--- config.mk ---
export PLATFORM = sky130hd
export DESIGN_NAME = seg7_display_ctrl
export DESIGN_NICKNAME = d
export VERILOG_FILES = /design/src/rtl/seg7_display_ctrl.sv
export SDC_FILE = /design/constraint.sdc
export NUM_CORES = 1
export LEC_CHECK = 0
export ABC_AREA = 1
export CAP_MARGIN = 20
export CORE_UTILIZATION = 40
export CTS_BUF_LIST = sky130_fd_sc_hd__clkbuf_2
export DETAILED_ROUTE_END_ITERATION = 8
export REMOVE_ABC_BUFFERS = 1
export SLEW_MARGIN = 25
export SYNTH_ARGS = -nofsm -noshare
export SYNTH_HDL_FRONTEND = slang
export SYNTH_SLANG_ARGS = --single-unit
--- constraint.sdc ---
create_clock -name clk -period 7.5 [get_ports clk]
set_clock_uncertainty 0.05 [all_clocks]
set_input_delay 1.875 -clock clk [delete_from_list [all_inputs] [get_ports clk]]
set_output_delay 1.875 -clock clk [all_outputs]
set_load 0.05 [all_outputs]
--- src/rtl/seg7_display_ctrl.sv ---
`default_nettype none
// +----------------------------------------------------------------------------+
// | Module      : seg7_display_ctrl                                            |
// | Description : Hex 7-segment controller with registered decode, leading-    |
// |               zero blanking, per-digit blink and optional digit scan.      |
// |               Scan multiplexer built when SEG7_DISPLAY_CTRL_SCAN_EN is set. |
// | Revision    : 1.0 - initial release                                        |
// +----------------------------------------------------------------------------+
module seg7_display_ctrl #(
   parameter int DIGITS    = 6,
   parameter int BLINK_DIV = 25000000,
   parameter int SCAN_DIV  = 50000
) (
   input  logic                  clk,
   input  logic                  reset,
   input  logic                  we,
   input  logic [4*DIGITS-1:0]   wdata,
   input  logic                  lzb,
   input  logic [DIGITS-1:0]     blink_mask,
   output logic [7*DIGITS-1:0]   seg_out,
   output logic                  ack,
   output logic [6:0]            seg_scan,
   output logic [DIGITS-1:0]     dig_sel
);

   localparam logic [6:0] C_SEG_BLANK = 7'h7F;
   localparam int         C_BW        = (BLINK_DIV > 1) ? $clog2(BLINK_DIV) : 1;
   localparam logic [C_BW-1:0] C_BLINK_LAST = C_BW'(BLINK_DIV - 1);

   if (DIGITS < 1 || DIGITS > 8 || BLINK_DIV < 2 || SCAN_DIV < 1) begin : g_param_check
      $error("seg7_display_ctrl: illegal parameter value");
   end

   // Active-low {g,f,e,d,c,b,a}
   function automatic logic [6:0] hex2seg(input logic [3:0] n);
      logic [6:0] s;
      case (n)
         4'h0: s = 7'b1000000;
         4'h1: s = 7'b1111001;
         4'h2: s = 7'b0100100;
         4'h3: s = 7'b0110000;
         4'h4: s = 7'b0011001;
         4'h5: s = 7'b0010010;
         4'h6: s = 7'b0000010;
         4'h7: s = 7'b1011000;
         4'h8: s = 7'b0000000;
         4'h9: s = 7'b0010000;
         4'hA: s = 7'b0001000;
         4'hB: s = 7'b0000011;
         4'hC: s = 7'b1000110;
         4'hD: s = 7'b0100001;
         4'hE: s = 7'b0000110;
         default: s = 7'b0001110;
      endcase
      return s;
   endfunction

   logic [4*DIGITS-1:0] value_q;
   logic                wr_pend_q;
   logic [7*DIGITS-1:0] seg_q;
   logic [7*DIGITS-1:0] seg_d;
   logic                ack_q;
   logic [C_BW-1:0]     blink_cnt_q;
   logic                blink_phase_q;
   logic                zero_run;
   logic                blank;

   // Walk from the top digit down so zero_run means "this nibble and all above are zero"
   always_comb begin
      seg_d    = '1;
      zero_run = 1'b1;
      blank    = 1'b0;
      for (int i = DIGITS - 1; i >= 0; i--) begin
         zero_run = zero_run & (value_q[4*i +: 4] == 4'h0);
         blank    = ((i != 0) && lzb && zero_run) || (blink_phase_q && blink_mask[i]);
         seg_d[7*i +: 7] = blank ? C_SEG_BLANK : hex2seg(value_q[4*i +: 4]);
      end
   end

   always_ff @(posedge clk or posedge reset) begin
      if (reset) begin
         value_q       <= '0;
         wr_pend_q     <= 1'b0;
         seg_q         <= '1;
         ack_q         <= 1'b0;
         blink_cnt_q   <= '0;
         blink_phase_q <= 1'b0;
      end else begin
         if (we) begin
            value_q <= wdata;
         end
         wr_pend_q <= we;
         seg_q     <= seg_d;
         ack_q     <= wr_pend_q;
         if (blink_cnt_q == C_BLINK_LAST) begin
            blink_cnt_q   <= '0;
            blink_phase_q <= ~blink_phase_q;
         end else begin
            blink_cnt_q <= blink_cnt_q + 1'b1;
         end
      end
   end

   assign seg_out = seg_q;
   assign ack     = ack_q;

`ifdef SEG7_DISPLAY_CTRL_SCAN_EN
   localparam int C_IW = (DIGITS > 1) ? $clog2(DIGITS) : 1;
   localparam int C_SW = (SCAN_DIV > 1) ? $clog2(SCAN_DIV) : 1;
   localparam logic [C_IW-1:0] C_IDX_LAST  = C_IW'(DIGITS - 1);
   localparam logic [C_SW-1:0] C_SCAN_LAST = C_SW'(SCAN_DIV - 1);

   logic [C_SW-1:0]     scan_cnt_q;
   logic [C_IW-1:0]     idx_q;
   logic [DIGITS-1:0]   dig_sel_q;
   logic [DIGITS-1:0]   dig_sel_d;
   logic [6:0]          seg_scan_q;
   logic [6:0]          seg_scan_d;
   logic [7*DIGITS-1:0] seg_shift;

   always_comb begin
      dig_sel_d  = DIGITS'(1) << idx_q;
      seg_shift  = seg_q >> (32'(idx_q) * 7);
      seg_scan_d = seg_shift[6:0];
   end

   always_ff @(posedge clk or posedge reset) begin
      if (reset) begin
         scan_cnt_q <= '0;
         idx_q      <= '0;
         dig_sel_q  <= '0;
         seg_scan_q <= C_SEG_BLANK;
      end else begin
         if (scan_cnt_q == C_SCAN_LAST) begin
            scan_cnt_q <= '0;
            idx_q      <= (idx_q == C_IDX_LAST) ? '0 : idx_q + 1'b1;
         end else begin
            scan_cnt_q <= scan_cnt_q + 1'b1;
         end
         dig_sel_q  <= dig_sel_d;
         seg_scan_q <= seg_scan_d;
      end
   end

   assign dig_sel  = dig_sel_q;
   assign seg_scan = seg_scan_q;
`else
   assign dig_sel  = '0;
   assign seg_scan = C_SEG_BLANK;
`endif

endmodule
`default_nettype wire

==> impl_results.md <==
- Total gr overflow: 0
- Synth Cell Area: 5250 sq um
- Switching power: 443 uW
- Largest net degree at the start of global routing: 71
- Hold Crit Start: wr_pend_q
- Worst Setup End Kind: output pin
- Area leader, netlist: dfrtp_1
- Initial antenna violation count: 0
- Startpoint Class: flip-flop
- P_leak: 0.00286 uW
- Die height: 117 um
- DRC violation total after the first TritonRoute iteration: 257
- Buf+Inv Stages, Crit Path: 1
- Top FF cell, synth: dfrtp_1
- Ant diodes: 0
- Gr busiest metal: met2
- Final WS setup: 3.61 ns
- Setup TNS: 0 ns
- Clk buf depth: 2
- CTS-repair resized insts: 0
- Slack of the worst reg-to-reg path: 5.82 ns
- Reg2reg path depth: 6
- Worst hold stages: 0
- Min-Delay Endpoint: ack
- Gr usage total: 18.4%
- Core area: 12,700 sq um
- Synth top cells by count: nand2_1, inv_1, nor2_1, dfrtp_1
- FP Rows: 41
- TritonCTS Buffers: 9
- Status: complete, no violations
- Post-CTS setup buffer count: 0
- Slew HR: 41.5%
- Vias: 4,299
- RSZ-0062 raised after global routing: no
- Register Area: 2400 sq um
- Routed WL per cell: 13.0 um
- R2r startpoint: value_q[20]
- First-pass GRT wire length: 19.3 mm
- Mapped Cells: 626
- DR DRC count: 0
- Cells along the critical path: clkdlybuf4s50_1
- Die ar.: 13,600 sq um
- Initial core utilization: 41.3%
- CTS root buffer: clkbuf_2
- Sequential fraction of design power: 50.2%
- Sw frac: 36.5%
- Synth area leaders: dfrtp_1, dfstp_2, nand2_1
- Register area share after synthesis: 45.8%
- Final period utilization: 51.9%
- Area fraction of the dominant cell type after synthesis: 24.8%
- Die X: 117 um
- Max Cap Viol: 0
- Post-Syn Area per Cell: 8.39 sq um
- Filler Cells Inserted: 1,274
- Delay-heaviest family, CP: buffers and inverters
- Gp weighted congestion: 0.889
- GR Layer Usage met1: 25.0%
- Peak Freq: 257 MHz
- Reg-to-reg endpoint: seg_out[9]
- Area Growth Syn to Fin: 18.8%
- Slew Limit Fails: 0
- Synth Register Bits: 94
- Highest-delay cell along the critical path: clkdlybuf4s50_1
- Final #Nets: 770
- Worst EP required: 5.58 ns
- Async set or reset register ratio after synthesis: 100%
- DRT antenna net count: 0
- Crit Path Class: reg2out
- Netlist cell types: 38
- Most frequent cell after synthesis: nand2_1
- Port Buf Inserts: 76
- Clock slew at reported path FFs: 0.24 ns
- Grt met3 use: 3.27%
- Post-DP HPWL: 8.41 mm
- Count of flip-flops with a built-in enable after synthesis: 0
- Routed vias/inst: 4.90
- H-tree levels: 3
- P per Cell Area: 195 nW/um^2
- Clk pwr share: 20.0%
- Multi-input gate area: 2450 sq um
- Worst Path Max Fanout: 1
- TritonCTS clock tree: done
- Comb pwr share: 29.8%
- Worst stage delay on the critical path: 0.80 ns
- Met2 GRT Util: 28.9%
- Worst-skew pair later-pin latency: 0.60 ns
- Int Pwr: 770 uW
- Worst Max-Slew Pin Slew: 0.877 ns
- Sink Count: 94
- Fin. Hold Viols: 0
- Max VDD drop: 0.000107 V
- Setup violations, final: 0
- Hold Crit Class: reg2reg
- Ys Warns: 0
- Arr. time, crit path: 1.96 ns
- Vias in the first global route: 4,036
- Place WS: 3.93 ns
- Hold_buf cts: 0
- Tmin final: 3.89 ns
- I/O pin total: 90
- TritonRoute pass-1 iters: 5
- Share of cells above drive strength 1: 13.5%
- DRT Wirelength: 11.4 mm
-- through the flow --
step | cell area [sq um] | instances | hold slack (ns) | power [uW] | util (%)
2_1_floorplan | 5140 | 611 | 0.281 | 858 | -
3_3_place_gp | 6130 | 861 | 0.286 | 976 | 48.2
3_5_place_dp | 6130 | 861 | 0.306 | 978 | 48.2
4_1_cts | 6240 | 877 | 0.353 | 1230 | 49.0
5_1_grt | 6240 | 877 | 0.366 | 1280 | 49.0
6_report | 6240 | 877 | 0.354 | 1210 | 49.0
-- cell usage in the layout (no fill, tap or decap), types with 12 or more instances in the layout --
| master | count |
|---|---|
| nand2_1 | 141 |
| clkdlybuf4s50_1 | 76 |
| inv_1 | 66 |
| nor2_1 | 58 |
| dfrtp_1 | 52 |
| o21ai_0 | 43 |
| nand3_1 | 43 |
| dfstp_2 | 42 |
| ha_1 | 36 |
| nand4_1 | 16 |
| conb_1 | 13 |
| a21oi_1 | 12 |
| xor2_1 | 12 |
-- per-layer routing --
| metal | up-vias | share of wire [%] |
|---|---|---|
| met4 | 0 | 1.8 |
| met2 | 117 | 46 |
| met5 | - | 0 |
| met3 | 15 | 4.7 |
| met1 | 2022 | 47 |
| li1 | 2145 | - |
-- logic make-up (layout without fill, tap and decap cells) --
family,after synthesis,count (layout),share of synthesized area (%)
other,2,13,0.143
buffers and inverters,101,169,8.24
xor gates and xnor gates,12,12,2.00
AOI/OAI and AO/OA,85,85,9.39
DFF,94,94,45.8
adders and majority gates,36,36,8.58
muxes,1,1,0.214
and+or+nand+nor,295,295,25.6
-- layout make-up --
class | instances | area share (%)
clock buffer | 10 | 0.803
clock inverter | 6 | 0.843
inverter | 75 | 4.53
multi-input combinational | 442 | 39.4
sequential | 94 | 38.6
tap | 172 | 3.45
timing repair buffer | 78 | 12.4
-- sequential cells by signal, summed over array words and instances (netlist names) --
name,cells
ack,1
value_q,24
blink_cnt_q,25
wr_pend_q,1
blink_phase_q,1
seg_out,42
-- power groups by stage --
| stage | combinational [uW] | clock, uW | sequential [uW] |
|---|---|---|---|
| after detailed placement | 362 | 0 | 616 |
| after floorplan | 116 | 0 | 742 |
| after global routing | 391 | 277 | 616 |
| final | 361 | 243 | 609 |
| after CTS | 364 | 256 | 609 |
| after global placement | 360 | 0 | 616 |
-- how the worst max path moves through the flow --
stage / from / end / slack, ns / cells after the start
3_3_place_gp: reset / blink_cnt_q[9] / 3.97 / 3
6_report: seg_out[8] / seg_out[8] / 3.61 / 1
4_1_cts: seg_out[38] / seg_out[38] / 3.54 / 1
3_5_place_dp: reset / blink_cnt_q[11] / 3.93 / 3
2_1_floorplan: reset / ack / 3.20 / 1
5_1_grt: seg_out[39] / seg_out[39] / 3.50 / 1
(Power assumes the default switching activity.)
==> RTL edit 1 (same settings) <==
The parameter `BLINK_DIV` goes from 25000000 to 100000000.
--- a/src/rtl/seg7_display_ctrl.sv
+++ b/src/rtl/seg7_display_ctrl.sv
@@ -8,7 +8,7 @@
 // +----------------------------------------------------------------------------+
 module seg7_display_ctrl #(
    parameter int DIGITS    = 6,
-   parameter int BLINK_DIV = 25000000,
+   parameter int BLINK_DIV = 100000000,
    parameter int SCAN_DIV  = 50000
 ) (
    input  logic                  clk,
Formal check against the unedited RTL: no difference found for any inputs over 10 cycles, from zero or initial values and one cycle with reset high; that may be too few to reach the edited logic, so the function may still have changed.
==> RTL edit 1 against the original RTL <==
Total power up 1.2%; sequential cell count up 2; design area up 1.7%; routed wire length up 2.7%; fmax about the same; setup slack worse by 2.7 ps; synthesized area up 1.9%; critical path type unchanged; highest routed layer unchanged.
==> RTL edit 1: results (changes against the original RTL) <==
.. list-table::
   :header-rows: 1

   * - Metric
     - Value
   * - Result of the run
     - finished clean
   * - Detailed-routed wire length on met2
     - 5550 um (+5.7%)
   * - Detailed placer's ending HPWL
     - 8680 um (+3.2%)
   * - Termination of the worst setup path
     - seg_out[11]
   * - Reg2reg path depth
     - 8 (+2)
   * - Leakage
     - 0.00290 uW (+1.7%)
   * - Clock buffer and inverter area fraction after layout
     - 1.62% (-0.027 points)
   * - Most used standard cells in the synthesized netlist
     - sky130_fd_sc_hd__nand2_1, sky130_fd_sc_hd__inv_1, sky130_fd_sc_hd__nor2_1
   * - Filler cell count
     - 1242 (-2.5%)
   * - Global-route wire length before repair
     - 19500 um (+0.89%)
   * - Post-Syn Instances
     - 641 (+2.4%)
   * - Worst reg2reg startpoint
     - blink_cnt_q[0]$_DFF_PP0_
   * - Fraction of area in multi-input gates
     - 39.3% (-0.060 points)
   * - Largest cells by area after synthesis
     - sky130_fd_sc_hd__dfrtp_1, sky130_fd_sc_hd__dfstp_2, sky130_fd_sc_hd__nand2_1
   * - Final nets
     - 786 (+2.1%)
   * - Maximum number of pins on one net before global-route repair
     - 76 (+7.0%)
   * - Inverters, non-clock
     - 78 (+4.0%)
   * - Number of clock-tree buffers in the layout
     - 11 (+1)
   * - Fraction of area in registers
     - 38.7% (+0.15 points)
   * - Routed length on met1
     - 5070 um (-6.1%)
   * - Register-to-register setup slack
     - 5770 ps (-50 ps)
   * - Worst hold margin
     - 334 ps (-19.5 ps)
   * - Average vias per placed instance
     - 5.04 (+2.9%)
   * - Placed Instances
     - 877 (+1.9%)
   * - Insertion delay of the later-clocked pin in the worst-skew pair
     - about 590 ps
   * - Non-clock buffer contribution to total cell area
     - 12.3% (-0.15 points)
   * - Overall fraction of global-route tracks in use
     - 17.6% (-0.76 points)
   * - Total number of multi-input combinational cells
     - 453 (+2.5%)
   * - Worst setup path start
     - seg_out[11]$_DFF_PP1_
   * - Tightest Pin Transition
     - 653 ps (-225 ps)
   * - Number of synthesized register bits
     - 96 (+2.1%)
   * - Vias in the first global route
     - 4252 (+5.4%)
   * - Layout cell share with drive strength beyond 1
     - 13.0% (-0.44 points)
   * - Crit Reg-Reg Endpoint
     - blink_cnt_q[8]$_DFF_PP0_
   * - Routed met3 length
     - 663 um (+24%)
   * - Final cell count without fillers
     - 893 (+1.8%)
   * - Sequential element share of the synthesized area
     - 45.9% (+0.10 points)
   * - Drt first-iter violations
     - 296 (+15%)
   * - Last weighted congestion value of the routability-driven placer
     - 0.903 (+1.6%)
   * - Max VDD drop
     - 102 uV (-4.9%)
## RTL edit 1: layer usage
layer	vias up	track usage, %
li1	2185	-
met1	2126	22.0
met2	161	29.1
met3	33	2.96
met4	0	9.38
met5	-	0
## RTL edit 1: cells by family (layout without fill, tap and decap cells)
| logic type | Yosys count | count (layout) | synth area share, % |
|---|---|---|---|
| other | 2 | 13 | 0.140 |
| multiplexers | 1 | 1 | 0.211 |
| XOR/XNOR | 13 | 13 | 2.13 |
| flip-flops | 96 | 96 | 45.9 |
| buffers and inverters | 103 | 172 | 8.28 |
| AND/OR/NAND/NOR | 302 | 302 | 25.5 |
| adder cells (fa/ha/maj) | 36 | 36 | 8.42 |
| AO/OA/AOI/OAI | 88 | 88 | 9.40 |
## RTL edit 1: worst register-to-register path: stages, from the launching register on
cell and delay, ps:
sky130_fd_sc_hd__dfrtp_1 470, sky130_fd_sc_hd__ha_1 230, sky130_fd_sc_hd__nand2_1 80, sky130_fd_sc_hd__nor2_2 170, sky130_fd_sc_hd__nand2_4 140, sky130_fd_sc_hd__nor2_1 130, sky130_fd_sc_hd__nand2_1 170, sky130_fd_sc_hd__inv_2 160
sky130_fd_sc_hd__nor2_1 60
## RTL edit 1: report_power, final
part	internal, uW	switching (uW)
clock	76.6	168
sequential	588	29.5
combinational	119	246
## RTL edit 1: metrics by stage
stage          worst slack [ps]  power (uW)  instance area [um2]
3_3_place_gp               4000         987                 6230
5_1_grt                    3520        1290                 6340
2_1_floorplan              3140         871                 5240
6_report                   3610        1230                 6340
4_1_cts                    3550        1240                 6340
3_5_place_dp               3960         990                 6230
==> RTL edit 2 (same settings) <==
Made on the original files. Register the output `seg_out` once more, without a reset; this adds one clock of latency there. The other outputs are not delayed to match.
--- a/src/rtl/seg7_display_ctrl.sv
+++ b/src/rtl/seg7_display_ctrl.sv
@@ -101,7 +101,9 @@
       end
    end
 
-   assign seg_out = seg_q;
+   always_ff @(posedge clk) begin
+      seg_out <= seg_q;
+   end
    assign ack     = ack_q;
 
 `ifdef SEG7_DISPLAY_CTRL_SCAN_EN
Check against the original RTL: not equivalent (a bounded check fails within 4 cycles, from zero or initial values and one cycle with reset high).
==> RTL edit 2 against the original RTL <==
Total power grew 46%; clock power rose by 120%; synthesized area up 17%; critical endpoint is now seg_out[37]; design area grew 19%; sequential share of layout area rose by 5.3 points; core utilization shrank 0.20 points; sequential cell count up 42; final cell count rose by 9.8%; routed wire length rose by 4.6%; critical path type unchanged; setup slack improved by 85 ps.
==> RTL edit 2: results (changes against the original RTL) <==
.. list-table::
   :header-rows: 1

   * - Metric
     - Value
   * - # H-tree levels
     - 4 (+1)
   * - Result of the run
     - finished clean
   * - Max VDD drop
     - 104 uV (-3.1%)
   * - Crit Reg-Reg Endpoint
     - blink_cnt_q[14]$_DFF_PP0_
   * - Global-route wire length before repair
     - 20500 um (+5.7%)
   * - Synth cell types
     - 43 (+13%)
   * - Layout cell share with drive strength beyond 1
     - 13.8% (+0.33 points)
   * - Antenna violations before repair
     - 1 (+1)
   * - Reg2reg path depth
     - 8 (+2)
   * - CP arrival
     - 1880 ps (-80 ps)
   * - Post-Place Setup Slack
     - 3940 ps (+5.96 ps)
   * - Tightest Pin Transition
     - 742 ps (-136 ps)
   * - Most used standard cells in the synthesized netlist
     - sky130_fd_sc_hd__nand2_1, sky130_fd_sc_hd__inv_1, sky130_fd_sc_hd__nor2_1
   * - TritonCTS buffer count
     - 17 (+8)
   * - Sequential element share of the synthesized area
     - 52.7% (+6.9 points)
   * - Post-synthesis adder-cell area fraction
     - 7.31% (-1.3 points)
   * - Area fraction in compound gates after synthesis
     - 8.36% (-1.0 points)
   * - Final nets
     - 832 (+8.1%)
   * - Clock-pin slew on the worst setup and hold paths
     - 180 ps (-60 ps)
   * - Termination of the worst setup path
     - seg_out[37]
   * - CP peak stage delay
     - 820 ps (+20 ps)
   * - Drt first-iter violations
     - 225 (-12%)
   * - Vias in the first global route
     - 4539 (+12%)
   * - Wire length reported by the detailed router
     - 11900 um (+4.6%)
   * - Xor and xnor area share after synthesis
     - 1.42% (-0.58 points)
   * - Multiplexer area fraction after synthesis
     - 0% (-0.21 points)
   * - Largest cells by area after synthesis
     - sky130_fd_sc_hd__dfrtp_1, sky130_fd_sc_hd__dfstp_2, sky130_fd_sc_hd__dfxtp_1
   * - Worst setup path start
     - seg_out[37]$_DFF_P_
   * - Register-to-register setup slack
     - 5840 ps (+20 ps)
   * - Overall fraction of global-route tracks in use
     - 16.3% (-2.1 points)
   * - Ratio of final minimum period to clock period
     - 50.7% (-1.1 points)
   * - Leakage
     - 0.00340 uW (+19%)
   * - Detailed placer's ending HPWL
     - 8900 um (+5.8%)
   * - Insertion delay of the later-clocked pin in the worst-skew pair
     - 700 ps (+100 ps)
   * - Last weighted congestion value of the routability-driven placer
     - 0.875 (-1.6%)
   * - Area share of the leading cell type in the synthesized netlist
     - 21.1% (-3.7 points)
==> RTL edit 2: cell types whose count changed after synthesis, sizes merged, moves of 4 or more <==
cell and delta:
nand3 +8, nand4 -8, nand2 +11, xor2 -4, dfxtp +42
==> RTL edit 2: worst min path at each step <==
stage,cells past startpoint,startpoint,endpoint
final,0,wr_pend_q$_DFF_PP0_,ack$_DFF_PP0_
after global routing,0,wr_pend_q$_DFF_PP0_,ack$_DFF_PP0_
after CTS,0,wr_pend_q$_DFF_PP0_,ack$_DFF_PP0_
after detailed placement,0,wr_pend_q$_DFF_PP0_,ack$_DFF_PP0_
after global placement,0,wr_pend_q$_DFF_PP0_,ack$_DFF_PP0_
after floorplan,0,wr_pend_q$_DFF_PP0_,ack$_DFF_PP0_
==> RTL edit 2: logic make-up (layout without fill, tap and decap cells) <==
logic type	count (synthesis)	count (layout)
xor+xnor	10	10
other cells	2	13
flops	136	136
fa+ha+maj	36	36
buf+inv	100	188
simple gates	308	308
compound gates	84	84
==> RTL edit 2: power by group <==
| group | total [uW] | internal, uW | switching, uW |
|---|---|---|---|
| Sequential | 873 | 835 | 37.7 |
| Clock | 542 | 285 | 257 |
| Combinational | 362 | 119 | 244 |
==> RTL edit 2: through the flow <==
step | std cells | instance area (um2) | hold WS [ps] | total power, uW
6_report | 963 | 7390 | 322 | 1780
2_1_floorplan | 665 | 6060 | 281 | 1120
3_3_place_gp | 931 | 7070 | 285 | 1250
5_1_grt | 963 | 7390 | 334 | 1870
3_5_place_dp | 931 | 7070 | 287 | 1250
4_1_cts | 963 | 7390 | 325 | 1800
==> RTL edit 2: layout make-up <==
cell class,instances,area [um2]
flip-flops and latches,136,3250
multi-input cells,451,2520
clock buffers,18,90.1
clock inverters,14,229
repair buffers,78,776
fillers,1416,7750
well taps,188,235
inverters,78,299
==> RTL edit 2: metal layers <==
layer  vias to the layer above  global-route usage (%)  wire, um
met1                      2130                    20.2      5500
met2                       120                    25.9      5510
met3                        18                    5.73       697
met4                         0                    6.45       193
met5                         -                       0         0
li1                       2323                       -         -
